`config.mk`:
```
export PLATFORM = sky130hd
export DESIGN_NAME = kbd_voice_alloc
export DESIGN_NICKNAME = d
export VERILOG_FILES = /design/src/rtl/kbd_voice_alloc.sv
export SDC_FILE = /design/constraint.sdc
export NUM_CORES = 1
export LEC_CHECK = 0
export BUFFER_PORTS_ARGS = -buffer_cell sky130_fd_sc_hd__buf_2
export CORE_UTILIZATION = 55
export CTS_CLUSTER_SIZE = 28
export DETAILED_ROUTE_END_ITERATION = 10
export PLACE_DENSITY = 0.76
export SYNTH_ARGS = -nofsm -noshare
export SYNTH_HDL_FRONTEND = slang
export SYNTH_SLANG_ARGS = --single-unit
export TNS_END_PERCENT = 50
```
`constraint.sdc`:
```
create_clock -name clk -period 7.8 [get_ports clk]
set_input_delay 0 -clock clk [delete_from_list [all_inputs] [get_ports clk]]
set_output_delay 0 -clock clk [all_outputs]
set_load 0.01 [all_outputs]
```
`src/rtl/kbd_voice_alloc.sv`:
```
// Polyphonic voice allocator: scans a synchronised key bitmask and assigns held keys to voices, stealing the oldest when full.
// Latency: key edge to gate/trig is 2 sync cycles + 0..NKEYS-1 scan wait + 1 register cycle (<= NKEYS+2 clks).
// Backpressure: none; one key event per cycle, and a press/release shorter than one scan period may be missed.
module kbd_voice_alloc #(
    parameter int NVOICES = 4,
    parameter int NKEYS   = 13
) (
    input  logic                   clk,
    input  logic                   ar,
    input  logic [NKEYS-1:0]       key_mask,
    output logic [4*NVOICES-1:0]   voice_note,
    output logic [NVOICES-1:0]     voice_gate,
    output logic [NVOICES-1:0]     voice_trig,
    output logic                   steal,
    output logic [3:0]             active_count
);

    localparam int         KW      = (NKEYS > 1) ? $clog2(NKEYS) : 1;
    localparam int         VW      = (NVOICES > 1) ? $clog2(NVOICES) : 1;
    localparam logic [2:0] AGE_MAX = 3'(NVOICES - 1);

    logic [NKEYS-1:0]     km_m;
    logic [NKEYS-1:0]     km_s;
    logic [NKEYS-1:0]     held;
    logic [NKEYS-1:0]     held_nxt;
    logic [KW-1:0]        kptr;
    logic [3:0]           kptr_note;
    logic [2:0]           age     [NVOICES];
    logic [2:0]           age_nxt [NVOICES];

    logic                 press_ev;
    logic                 rel_ev;
    logic                 any_free;
    logic [VW-1:0]        free_idx;
    logic [VW-1:0]        old_idx;
    logic [2:0]           old_age;
    logic [VW-1:0]        alloc_idx;

    logic [4*NVOICES-1:0] note_nxt;
    logic [NVOICES-1:0]   gate_nxt;
    logic [NVOICES-1:0]   trig_nxt;
    logic                 steal_nxt;
    logic [3:0]           cnt_nxt;

    assign kptr_note = 4'(kptr);
    assign press_ev  = km_s[kptr] & ~held[kptr];
    assign rel_ev    = ~km_s[kptr] & held[kptr];

    // Two-flop synchroniser: key_mask comes from the PS/2 filtered-clock domain.
    always_ff @(posedge clk or posedge ar) begin
        if (ar) begin
            km_m <= '0;
            km_s <= '0;
        end else begin
            km_m <= key_mask;
            km_s <= km_m;
        end
    end

    // Free-running scan pointer, one key per cycle, wrapping at NKEYS-1.
    always_ff @(posedge clk or posedge ar) begin
        if (ar) begin
            kptr <= '0;
        end else if (kptr == KW'(NKEYS - 1)) begin
            kptr <= '0;
        end else begin
            kptr <= kptr + 1'b1;
        end
    end

    // Victim selection: lowest free voice, else oldest gated voice with ties to the lowest index.
    always_comb begin
        any_free = 1'b0;
        free_idx = '0;
        old_idx  = '0;
        old_age  = age[0];
        for (int v = NVOICES - 1; v >= 0; v--) begin
            if (!voice_gate[v]) begin
                any_free = 1'b1;
                free_idx = VW'(v);
            end
        end
        for (int v = 1; v < NVOICES; v++) begin
            if (age[v] > old_age) begin
                old_age = age[v];
                old_idx = VW'(v);
            end
        end
        alloc_idx = any_free ? free_idx : old_idx;
    end

    // Next state for the scanned key: allocate on press, drop the matching gate on release.
    always_comb begin
        held_nxt  = held;
        note_nxt  = voice_note;
        gate_nxt  = voice_gate;
        trig_nxt  = '0;
        steal_nxt = 1'b0;
        age_nxt   = age;
        if (press_ev) begin
            held_nxt[kptr] = 1'b1;
            steal_nxt      = ~any_free;
            for (int v = 0; v < NVOICES; v++) begin
                if (VW'(v) == alloc_idx) begin
                    note_nxt[4*v +: 4] = kptr_note;
                    gate_nxt[v]        = 1'b1;
                    trig_nxt[v]        = 1'b1;
                    age_nxt[v]         = 3'd0;
                end else if (voice_gate[v] && (age[v] != AGE_MAX)) begin
                    age_nxt[v] = age[v] + 3'd1;
                end
            end
        end else if (rel_ev) begin
            // A stolen key matches no voice, so its release changes only held.
            held_nxt[kptr] = 1'b0;
            for (int v = 0; v < NVOICES; v++) begin
                if (voice_gate[v] && (voice_note[4*v +: 4] == kptr_note)) begin
                    gate_nxt[v] = 1'b0;
                end
            end
        end
    end

    // Population count of the next gate vector, so active_count tracks gates in the same edge.
    always_comb begin
        cnt_nxt = '0;
        for (int v = 0; v < NVOICES; v++) begin
            cnt_nxt = cnt_nxt + 4'(gate_nxt[v]);
        end
    end

    // Voice state and registered outputs.
    always_ff @(posedge clk or posedge ar) begin
        if (ar) begin
            held         <= '0;
            voice_note   <= '0;
            voice_gate   <= '0;
            voice_trig   <= '0;
            steal        <= 1'b0;
            active_count <= '0;
            for (int v = 0; v < NVOICES; v++) begin
                age[v] <= 3'd0;
            end
        end else begin
            held         <= held_nxt;
            voice_note   <= note_nxt;
            voice_gate   <= gate_nxt;
            voice_trig   <= trig_nxt;
            steal        <= steal_nxt;
            active_count <= cnt_nxt;
            for (int v = 0; v < NVOICES; v++) begin
                age[v] <= age_nxt[v];
            end
        end
    end

endmodule

```
==> results of run 1 <==
[cell families (layout without fill, tap and decap cells)]
logic type,after synthesis,in the layout,share of synthesized area [%]
simple gates,76,76,9.985
other cells,1,1,0.09410
flops,83,83,52.12
compound gates,53,53,10.02
buf+inv,30,93,3.108
fa+ha+maj,26,26,8.352
mux,34,34,11.93
xor+xnor,20,20,4.395
[power by group through the flow]
stage	Sequential [W]	Combinational, W	Clock (W)
final	0.000652	0.00129	0.000308
after floorplan	0.000666	0.00100	0
after detailed placement	0.000661	0.00127	0
after CTS	0.000653	0.00128	0.000316
after global placement	0.000658	0.00122	0
after global routing	0.000670	0.00141	0.000333
[area by class of cell]
cell class / instances / area [um^2]
fillers: 542 / 2291
flip-flops and latches: 83 / 2077
multi-input cells: 210 / 1784
repair buffers: 57 / 357.8
clock buffers: 9 / 123.9
well taps: 96 / 120.1
clock inverters: 7 / 76.32
inverters: 20 / 76.32
[per-layer routing]
metal / global-route usage [%] / up-vias
met4: 9.687 / 0
met1: 29.94 / 1256
met3: 4.455 / 12
li1: - / 1240
met5: 0 / -
met2: 34.07 / 57
[stage by stage]
| stage | area (um^2) | worst slack [ps] | cells |
|---|---|---|---|
| 2_1_floorplan | 3985 | 3250 | 323 |
| 3_3_place_gp | 4275 | 2952 | 452 |
| 3_5_place_dp | 4275 | 2761 | 452 |
| 4_1_cts | 4616 | 2757 | 482 |
| 5_1_grt | 4616 | 2484 | 482 |
| 6_report | 4616 | 2721 | 482 |
[critical path: stages (launching register included)]
cell,delay [ps]
dfrtp_1,380
inv_1,80
ha_1,310
a21oi_1,290
a21oi_1,120
a31oi_1,270
ha_1,330
and3b_4,220
o21ai_4,270
mux2_2,380
ha_1,190
nor2b_1,110
o21a_1,160
o21ai_4,90
o211ai_2,390
nand2_2,180
and2_1,210
fa_1,480
inv_1,50
ha_1,180
ha_1,270
[worst max-delay path by stage]
stage / startpoint / endpoint / slack [ps] / depth (start not counted)
4_1_cts: age[11] / active_count[1] / 2760 / 21
2_1_floorplan: age[6] / active_count[1] / 3250 / 21
3_5_place_dp: age[11] / active_count[1] / 2760 / 21
6_report: age[11] / active_count[1] / 2720 / 20
3_3_place_gp: age[6] / active_count[1] / 2950 / 21
5_1_grt: age[11] / active_count[1] / 2480 / 21
[synthesized netlist by cell type (6+ instances only)]
master and count:
a21oi_1 7, buf_2 6, dfrtp_1 83, ha_1 25
inv_1 20, mux2_2 16, mux2_4 8, mux4_2 6
nand2_1 17, nor2_1 28, nor3_1 6, o21ai_0 21
xnor2_1 16
==> summary.md, run 1 <==
| Metric | Value |
|---|---|
| P_sw | `0.0009710 W` |
| Post-CTS resize count | `0` |
| Yosys warnings | `0` |
| Post-Synthesis Cells | `323` |
| Hold path start | `key_mask[2]` |
| R2r setup slk | `2720 ps` |
| DRT iter0 DRCs | `114` |
| Routed len/inst | `~15 um` |
| Hold buffer count at CTS | `14` |
| Worst reg2reg path depth | `20` |
| WS Path Type | `register to register` |
| Initial antenna violation count | `0` |
| DR WL met3 | `281 um` |
| VDD IR max | `0.2974 mV` |
| Layout net count | `422` |
| Core ar. | `6907 um^2` |
| Sw frac | `43.25%` |
| Synth area leader | `dfrtp_1` |
| Commonest non-fill, non-tap cell in the layout | `dfrtp_1` |
| EDFF count, synth | `0` |
| Worst Hold Class | `input pin to register` |
| Post-synthesis sequential area ratio | `52.12%` |
| All-Layer GR Usage | `a little over a fifth` |
| Top sig layer | `met4` |
| Top FF cell, synth | `dfrtp_1` |
| I/O pin cnt | `44` |
| RSZ-0062 raised after global routing | `no` |
| Final hold violation count | `0` |
| Final period utilization | `65.11%` |
| Comb power frac | `57.3%` |
| Leak | `2.182 nW` |
| Floorplan row count | `30` |
| Vias | `2565` |
| Max Cap Viol | `0` |
| Worst Tran Pin Value | `992.5 ps` |
| Share of cells above drive strength 1 | `27.98%` |
| Avg Inst Size Synth | `12.34 um^2` |
| Clk_skew | `~9.4 ps` |
| Area contributors post-synth | `dfrtp_1 (52%), ha_1 (7.8%), mux2_2 (4.5%), xnor2_1 (3.5%), mux4_2 (3.4%)` |
| Asr flop ratio synth | `100.0%` |
| Status | `complete, no violations` |
| CTS Sinks | `83` |
| DR pass1 iterations | `4` |
| Power share of the clock group | `13.7%` |
| Hold Slack | `286.2 ps` |
| Overall power | `0.002245 W` |
| Largest net degree at the start of global routing | `84` |
| Grt total ovfl | `0` |
| Final worst path period need | `5079 ps` |
| Setup Total Neg Slack | `0 ps` |
| Met1 routed wirelength after detailed routing | `about 3500 um` |
| Synth Cell Area | `around 4000 um^2` |
| Slew headroom | `33.84%` |
| Final Util | `around two thirds` |
| Max-slew violation count | `0` |
| Met2 WL post-DR | `3250 um` |
| Internal power | `0.001274 W` |
| Clock transition at path regs | `around 80 ps` |
| N_diodes | `0` |
| H-Tree Depth | `3` |
| First-pass GRT wire length | `12550 um` |
| Reg2reg start | `age[11]` |
| CP Capture Type | `register` |
| Top-area cell type share of the netlist area | `52.12%` |
| PwrDens | `486.4 nW/um^2` |
| GPL Wtd Cong | `0.8093` |
| Cts bufs inserted | `9` |
| Most frequent cells in the layout | `dfrtp_1 (83), buf_2 (42), nor2_1 (28)` |
| Die area | `7590 um^2` |
| Die W | `around 87 um` |
| Critical Path RT | `8030 ps` |
| Startpoint type of the worst setup path | `register` |
| Final HPWL DP | `4920 um` |
| Hold depth | `2` |
| Initial core utilization | `57.70%` |
| Count of input and output buffers | `42` |
| WHS Endpoint | `km_m[2]` |
| Post-CTS setup buffers | `0` |
| DR vias/cell | `about 5.3` |
| Antenna Nets Post-Route | `0` |
| Synth cell types | `48` |
| F_max | `196.9 MHz` |
| Die Ht | `87.12 um` |
| Post-Syn Nets | `364` |
| Sequential power share | `29.0%` |
| Vias in the first global route | `~2700` |
| Crit path DAT | `5310 ps` |
| CP max FO | `7` |
| Worst-Skew Late Latency | `350 ps` |
| Synthesis-stage register bit count | `83` |
| R2R Path End | `active_count[1]` |
| # DRC | `0` |
| Detailed Route WL | `7193 um` |
| Maximum clock path buffer count | `2` |
| Final setup violation count | `0` |
| Area delta synth->final | `15.82%` |
| CTS tree | `done` |
| Root Buffer | `clkbuf_8` |
Power figures use the tool's default switching activity.
==> run 2: changes to the inputs <==
==> constraint.sdc (replaced) <==
create_clock -name clk -period 4.9 [get_ports clk]
set_input_delay 0 -clock clk [delete_from_list [all_inputs] [get_ports clk]]
set_output_delay 0 -clock clk [all_outputs]
set_load 0.01 [all_outputs]
==> summary.md, run 2 (synthesized netlist as in run 1, its figures left out) <==
| Metric | Value |
|---|---|
| Grt total ovfl | `0 (unchanged)` |
| Commonest non-fill, non-tap cell in the layout | `dfrtp_1` |
| Count of input and output buffers | `42 (unchanged)` |
| Worst Hold Class | `input pin to register` |
| Die area | `7590 um^2 (unchanged)` |
| Startpoint type of the worst setup path | `register` |
| Vias in the first global route | `2623 (-1.9%)` |
| Comb power frac | `59.9% (+2.6 points)` |
| Share of cells above drive strength 1 | `32.00% (+4.0 points)` |
| Hold path start | `key_mask[5]` |
| CP Capture Type | `register` |
| Area delta synth->final | `20.19%` |
| Met1 routed wirelength after detailed routing | `3706 um (+5.4%)` |
| Final HPWL DP | `4954 um (+0.68%)` |
| Fin cells | `496 (+2.9%)` |
| DRT iter0 DRCs | `145 (+27%)` |
| # DRC | `0 (unchanged)` |
| Sw frac | `43.07% (-0.17 points)` |
| Largest net degree at the start of global routing | `84 (unchanged)` |
| CTS Sinks | `83 (unchanged)` |
| Crit path DAT | `4950 ps (-360 ps)` |
| N_diodes | `0 (unchanged)` |
| Cts bufs inserted | `9 (unchanged)` |
| Worst Setup SP | `age[11]` |
| CP max FO | `5 (-2)` |
| WHS Endpoint | `km_m[5]` |
| Die W | `87.12 um (unchanged)` |
| CP delay by family, top | `adder cells` |
| Overall power | `0.003887 W (+73%)` |
| Sequential power share | `27.0% (-2.0 points)` |
| Register area | `2077 um^2 (unchanged)` |
| Floorplan row count | `30 (unchanged)` |
| H-Tree Depth | `3 (unchanged)` |
| Power share of the clock group | `13.2% (-0.5 points)` |
| Die Ht | `87.12 um (unchanged)` |
| DR vias/cell | `5.327 (about the same)` |
| Root Buffer | `clkbuf_8` |
| Cell Chain, Critical Path | `inv_2, ha_4, nand3b_1, a21oi_4, mux2_4, ha_1, and3b_4, o21ai_4, nand2_1, o21ai_1, ha_1, nor2b_1, o21a_1, o21ai_4, a32oi_4, nor2_8, a21oi_1, fa_1, inv_1, ha_1, ha_1` |
| Critical Path RT | `5140 ps (-2890 ps)` |
| Initial antenna violation count | `0 (unchanged)` |
| Most frequent CP cell | `ha_1` |
| CTS tree | `done` |
| Max Cap Viol | `0 (unchanged)` |
| Core ar. | `6907 um^2 (unchanged)` |
| R2R Path End | `active_count[1]` |
| VDD IR max | `0.4502 mV (+51%)` |
| Met2 WL post-DR | `3494 um (+7.5%)` |
| All-Layer GR Usage | `21.96% (+0.074 points)` |
| Final setup violation count | `0 (unchanged)` |
| Final worst setup slack | `189.6 ps (-2532 ps)` |
| Most frequent cells in the layout | `dfrtp_1 (83), buf_2 (42), nor2_1 (28)` |
| Maximum clock path buffer count | `2 (unchanged)` |
| P_sw | `0.001674 W (+72%)` |
| Final worst path period need | `4710 ps (-368.2 ps)` |
| Vias | `2642 (+3.0%)` |
| Place WS | `23.69 ps (-2738 ps)` |
| Routed len/inst | `15.29 um (+2.5%)` |
| WP buf/inv | `2 (unchanged)` |
| F_max | `212.3 MHz (+7.8%)` |
| Worst stage delay on the critical path | `510 ps (+30 ps)` |
| Worst-Skew Late Latency | `350 ps (about the same)` |
| Worst reg2reg path depth | `21 (+5.0%)` |
| Detailed Route WL | `7586 um (+5.5%)` |
| PwrDens | `811.6 nW/um^2 (+67%)` |
| Final hold violation count | `0 (unchanged)` |
| Antenna Nets Post-Route | `0 (unchanged)` |
| Clk_skew | `10.61 ps (+1.192 ps)` |
| Slew headroom | `31.72% (-2.1 points)` |
| Max-slew violation count | `0 (unchanged)` |
| DR WL met3 | `294 um (+4.6%)` |
| Layout net count | `436 (+3.3%)` |
| Reg2reg start | `age[11]` |
| WS Path Type | `register to register` |
| Final period utilization | `96.13% (+31 points)` |
| Footprint of the multi-input gates | `1846 um^2 (+3.4%)` |
| Top sig layer | `met4` |
| I/O pin cnt | `44 (unchanged)` |
| Hold depth | `2 (unchanged)` |
| DR pass1 iterations | `4 (unchanged)` |
| Worst Tran Pin Value | `1024 ps (+31.81 ps)` |
| Initial core utilization | `57.70% (unchanged)` |
| Setup Total Neg Slack | `0 ps (unchanged)` |
| First-pass GRT wire length | `12560 um (+0.10%)` |
| Slowest stage cell on the critical path | `fa_1` |
| Filler cell count | `499 (-7.9%)` |
| R2r setup slk | `190 ps (-2530 ps)` |
| Status | `complete, no violations` |
| Clock transition at path regs | `100 ps (+20 ps)` |
| Placed cells | `459 (+1.5%)` |
| GPL Wtd Cong | `0.7941 (-1.9%)` |
| Internal power | `0.002213 W (+74%)` |
| Leak | `2.258 nW (+3.5%)` |
## run 2: changes by cell type in the layout (fill, tap and decap cells not counted), moves of 2 or more
cell and change:
a21oi_1 -2, clkinv_2 -2, a21oi_4 +2, buf_4 +14
## run 2: metal layers
layer  vias to the layer above  global-route usage, %
li1                       1264                      -
met1                      1308                  30.67
met2                        64                  34.36
met3                         6                  4.455
met4                         0                  7.899
met5                         -                      0
## run 2: worst max-delay path by stage
stage	end	slack, ps	cells past startpoint
floorplan	active_count[1]	350	21
global placement	active_count[1]	180	20
detailed placement	active_count[1]	20	20
CTS	active_count[1]	0.4	20
global route	active_count[1]	-40	21
finish	active_count[1]	190	21
## run 2: layout make-up
cell class | count | area share, %
Clock buffer | 9 | 2.586
Clock inverter | 7 | 1.750
Inverter | 20 | 1.594
Multi-Input combinational cell | 210 | 38.53
Sequential cell | 83 | 43.36
Tap cell | 96 | 2.508
Timing Repair Buffer | 71 | 9.666
## run 2: per-stage QoR
step / hold WS [ps] / util (%) / instance area, um^2
2_1_floorplan: 31.43 / - / 3985
3_3_place_gp: 107.3 / 62.66 / 4328
3_5_place_dp: 109.3 / 62.66 / 4328
4_1_cts: 268.0 / 67.70 / 4676
5_1_grt: 278.6 / 69.35 / 4790
6_report: 283.1 / 69.35 / 4790
## run 2: timing repair
action,CTS,global route
hold endpoints to repair,21,0
resized for setup,0,11
setup buffers,0,7
setup endpoints to repair,0,3
hold buffers,14,0
## run 2: power by group through the flow
stage,clock network (W),registers [W],logic (W)
after floorplan,0,0.00106,0.00159
after global placement,0,0.00105,0.00198
after detailed placement,0,0.00105,0.00206
after CTS,0.000518,0.00104,0.00208
after global routing,0.000546,0.00107,0.00255
final,0.000512,0.00105,0.00233
==> run 3: changes to the inputs <==
--- a/config.mk
+++ b/config.mk
@@ -6,7 +6,7 @@
 export NUM_CORES = 1
 export LEC_CHECK = 0
 export BUFFER_PORTS_ARGS = -buffer_cell sky130_fd_sc_hd__buf_2
-export CORE_UTILIZATION = 55
+export CORE_UTILIZATION = 53
 export CTS_CLUSTER_SIZE = 28
 export DETAILED_ROUTE_END_ITERATION = 10
 export PLACE_DENSITY = 0.76
==> constraint.sdc (replaced) <==
create_clock -name clk -period 4.1 [get_ports clk]
set_input_delay 0 -clock clk [delete_from_list [all_inputs] [get_ports clk]]
set_output_delay 0 -clock clk [all_outputs]
set_load 0.01 [all_outputs]
==> summary.md, run 3 (synthesized netlist as in run 1, its figures left out) <==
| Metric | Value |
|---|---|
| Status | `complete, but fails checks` |
| Failing checks | `setup timing` |
| M2 GR Usage | `37.83% (+3.5 points)` |
| DR vias/cell | `5.220 (-2.0%)` |
| CP Capture Type | `register` |
| Largest net degree at the start of global routing | `47 (-44%)` |
| Most frequent cells in the layout | `dfrtp_1 (83), buf_2 (42), buf_4 (34)` |
| Vias | `2709 (+2.5%)` |
| Setup Total Neg Slack | `-1015 ps (-1015 ps)` |
| Final HPWL DP | `5391 um (+8.8%)` |
| WS Path Type | `register to register` |
| GPL Wtd Cong | `0.8031 (+1.1%)` |
| CP delay by family, top | `adder cells` |
| Die area | `7869 um^2 (+3.7%)` |
| Routing usage on met1 | `27.73% (-2.9 points)` |
| Area delta synth->final | `25.87%` |
| Slew headroom | `58.35% (+27 points)` |
| I/O pin cnt | `44 (unchanged)` |
| H-Tree Depth | `3 (unchanged)` |
| Worst Tran Pin Value | `624.0 ps (-400.3 ps)` |
| Core ar. | `7253 um^2 (+5.0%)` |
| Clock transition at path regs | `100 ps (about the same)` |
| Share of cells above drive strength 1 | `36.90% (+4.9 points)` |
| Cell Chain, Critical Path | `inv_2, ha_4, nand3b_1, a21oi_4, buf_4, a21oi_2, ha_1, and3b_4, o21ai_4, nand2_1, o21ai_1, ha_1, nor2b_1, o21a_1, o21ai_4, a32oi_4, nor2_8, a21oi_2, fa_1, inv_2, ha_4, ha_4` |
| WP buf/inv | `3 (+1)` |
| CTS Sinks | `83 (unchanged)` |
| Clk_skew | `19.17 ps (+8.558 ps)` |
| DRT iter0 DRCs | `71 (-51%)` |
| Final period utilization | `110.1% (+14 points)` |
| Final setup violation count | `3 (+3)` |
| Max Cap Viol | `0 (unchanged)` |
| N_diodes | `0 (unchanged)` |
| Final hold violation count | `0 (unchanged)` |
| Grt peak-use layer | `met2` |
| CP max FO | `5 (unchanged)` |
| Die Ht | `88.71 um (+1.8%)` |
| Antenna Nets Post-Route | `0 (unchanged)` |
| Root Buffer | `clkbuf_8` |
| Slowest stage cell on the critical path | `fa_1` |
| Floorplan row count | `31 (+3.3%)` |
| RSZ-0062 raised after global routing | `yes` |
| Routed len/inst | `15.29 um (about the same)` |
| Layout net count | `456 (+4.6%)` |
| Count of input and output buffers | `42 (unchanged)` |
| Initial antenna violation count | `0 (unchanged)` |
| Critical Path RT | `4410 ps (-730 ps)` |
| Die W | `88.71 um (+1.8%)` |
| Final worst path period need | `4515 ps (-195.4 ps)` |
| GR Layer Usage met3 | `4.291% (-0.16 points)` |
| Vias in the first global route | `2759 (+5.2%)` |
| F_max | `221.5 MHz (+4.3%)` |
| Startpoint type of the worst setup path | `register` |
| Crit path DAT | `4820 ps (-130 ps)` |
| CTS tree | `done` |
| Cts bufs inserted | `9 (unchanged)` |
| All-Layer GR Usage | `22.31% (+0.35 points)` |
| Initial core utilization | `54.94% (-2.8 points)` |
| First-pass GRT wire length | `12920 um (+2.9%)` |
| Detailed Route WL | `7933 um (+4.6%)` |
| Worst-Skew Late Latency | `370 ps (+20 ps)` |
| CP Depth | `22 (+4.8%)` |
| Final Util | `69.16% (-0.19 points)` |
| Commonest non-fill, non-tap cell in the layout | `dfrtp_1` |
| R2r setup slk | `-410 ps (-600 ps)` |
| Grt total ovfl | `0 (unchanged)` |
| DR pass1 iterations | `4 (unchanged)` |
| Place WS | `-491.2 ps (-514.8 ps)` |
| # DRC | `0 (unchanged)` |
| Worst reg2reg path depth | `22 (+4.8%)` |
| Filler cell count | `534 (+7.0%)` |
| Final worst setup slack | `-415.0 ps (-604.6 ps)` |
| Maximum clock path buffer count | `2 (unchanged)` |
| Most frequent CP cell | `ha_4` |
| Worst Hold Class | `input pin to async pin` |
| Worst stage delay on the critical path | `570 ps (+60 ps)` |
| Max-slew violation count | `0 (unchanged)` |
## run 3: what timing repair did
| item | 4_1_cts | 5_1_grt |
|---|---|---|
| endpoints found under the setup margin | 3 | 11 |
| pin swaps | 13 | 9 |
| gates resized for setup | 14 | 4 |
| hold buffers | 14 | 0 |
| buffers inserted | 6 | 3 |
| hold endpoints to repair | 50 | 0 |
## run 3: metal layers
| layer | share of wire [%] | vias up |
|---|---|---|
| met2 | 51 | 67 |
| li1 | - | 1299 |
| met1 | 43 | 1330 |
| met4 | 1.8 | 0 |
| met5 | 0 | - |
| met3 | 3.8 | 13 |
## run 3: path summary, 6_finish.rpt
check	from	endpoint
max	age[11]	active_count[1]
max in group asynchronous	ar	voice_note[1]
min	ar	voice_note[8]
max reg2reg	age[11]	active_count[1]
min reg2reg	km_m[5]	km_s[5]
min in group clk	key_mask[11]	km_m[11]
## run 3: tightest hold or removal path: stages
cell	delay (ps)
dlygate4sd3_1	540
buf_2	130
clkinv_2	420
## run 3: layout make-up
cell class / count / area [um^2] / share of cell area [%]
clock buffer: 10 / 137.6 / 2.744
clock inverter: 6 / 76.32 / 1.522
inverter: 20 / 76.32 / 1.522
tap: 99 / 123.9 / 2.469
sequential: 83 / 2077 / 41.41
multi-input combinational: 210 / 1908 / 38.04
timing repair buffer: 91 / 616.8 / 12.30
## run 3: per-stage QoR
stage	std cells	hold WS (ps)	cell area, um^2
6_report	519	248.6	5016
5_1_grt	519	269.4	5016
4_1_cts	516	240.7	4971
3_5_place_dp	480	91.55	4494
3_3_place_gp	480	84.93	4494
2_1_floorplan	323	31.43	4013
Power of run 3 is left out: the tool's default activity adds up to more than one toggle a clock period on the data nets, which glitch-free logic cannot reach.
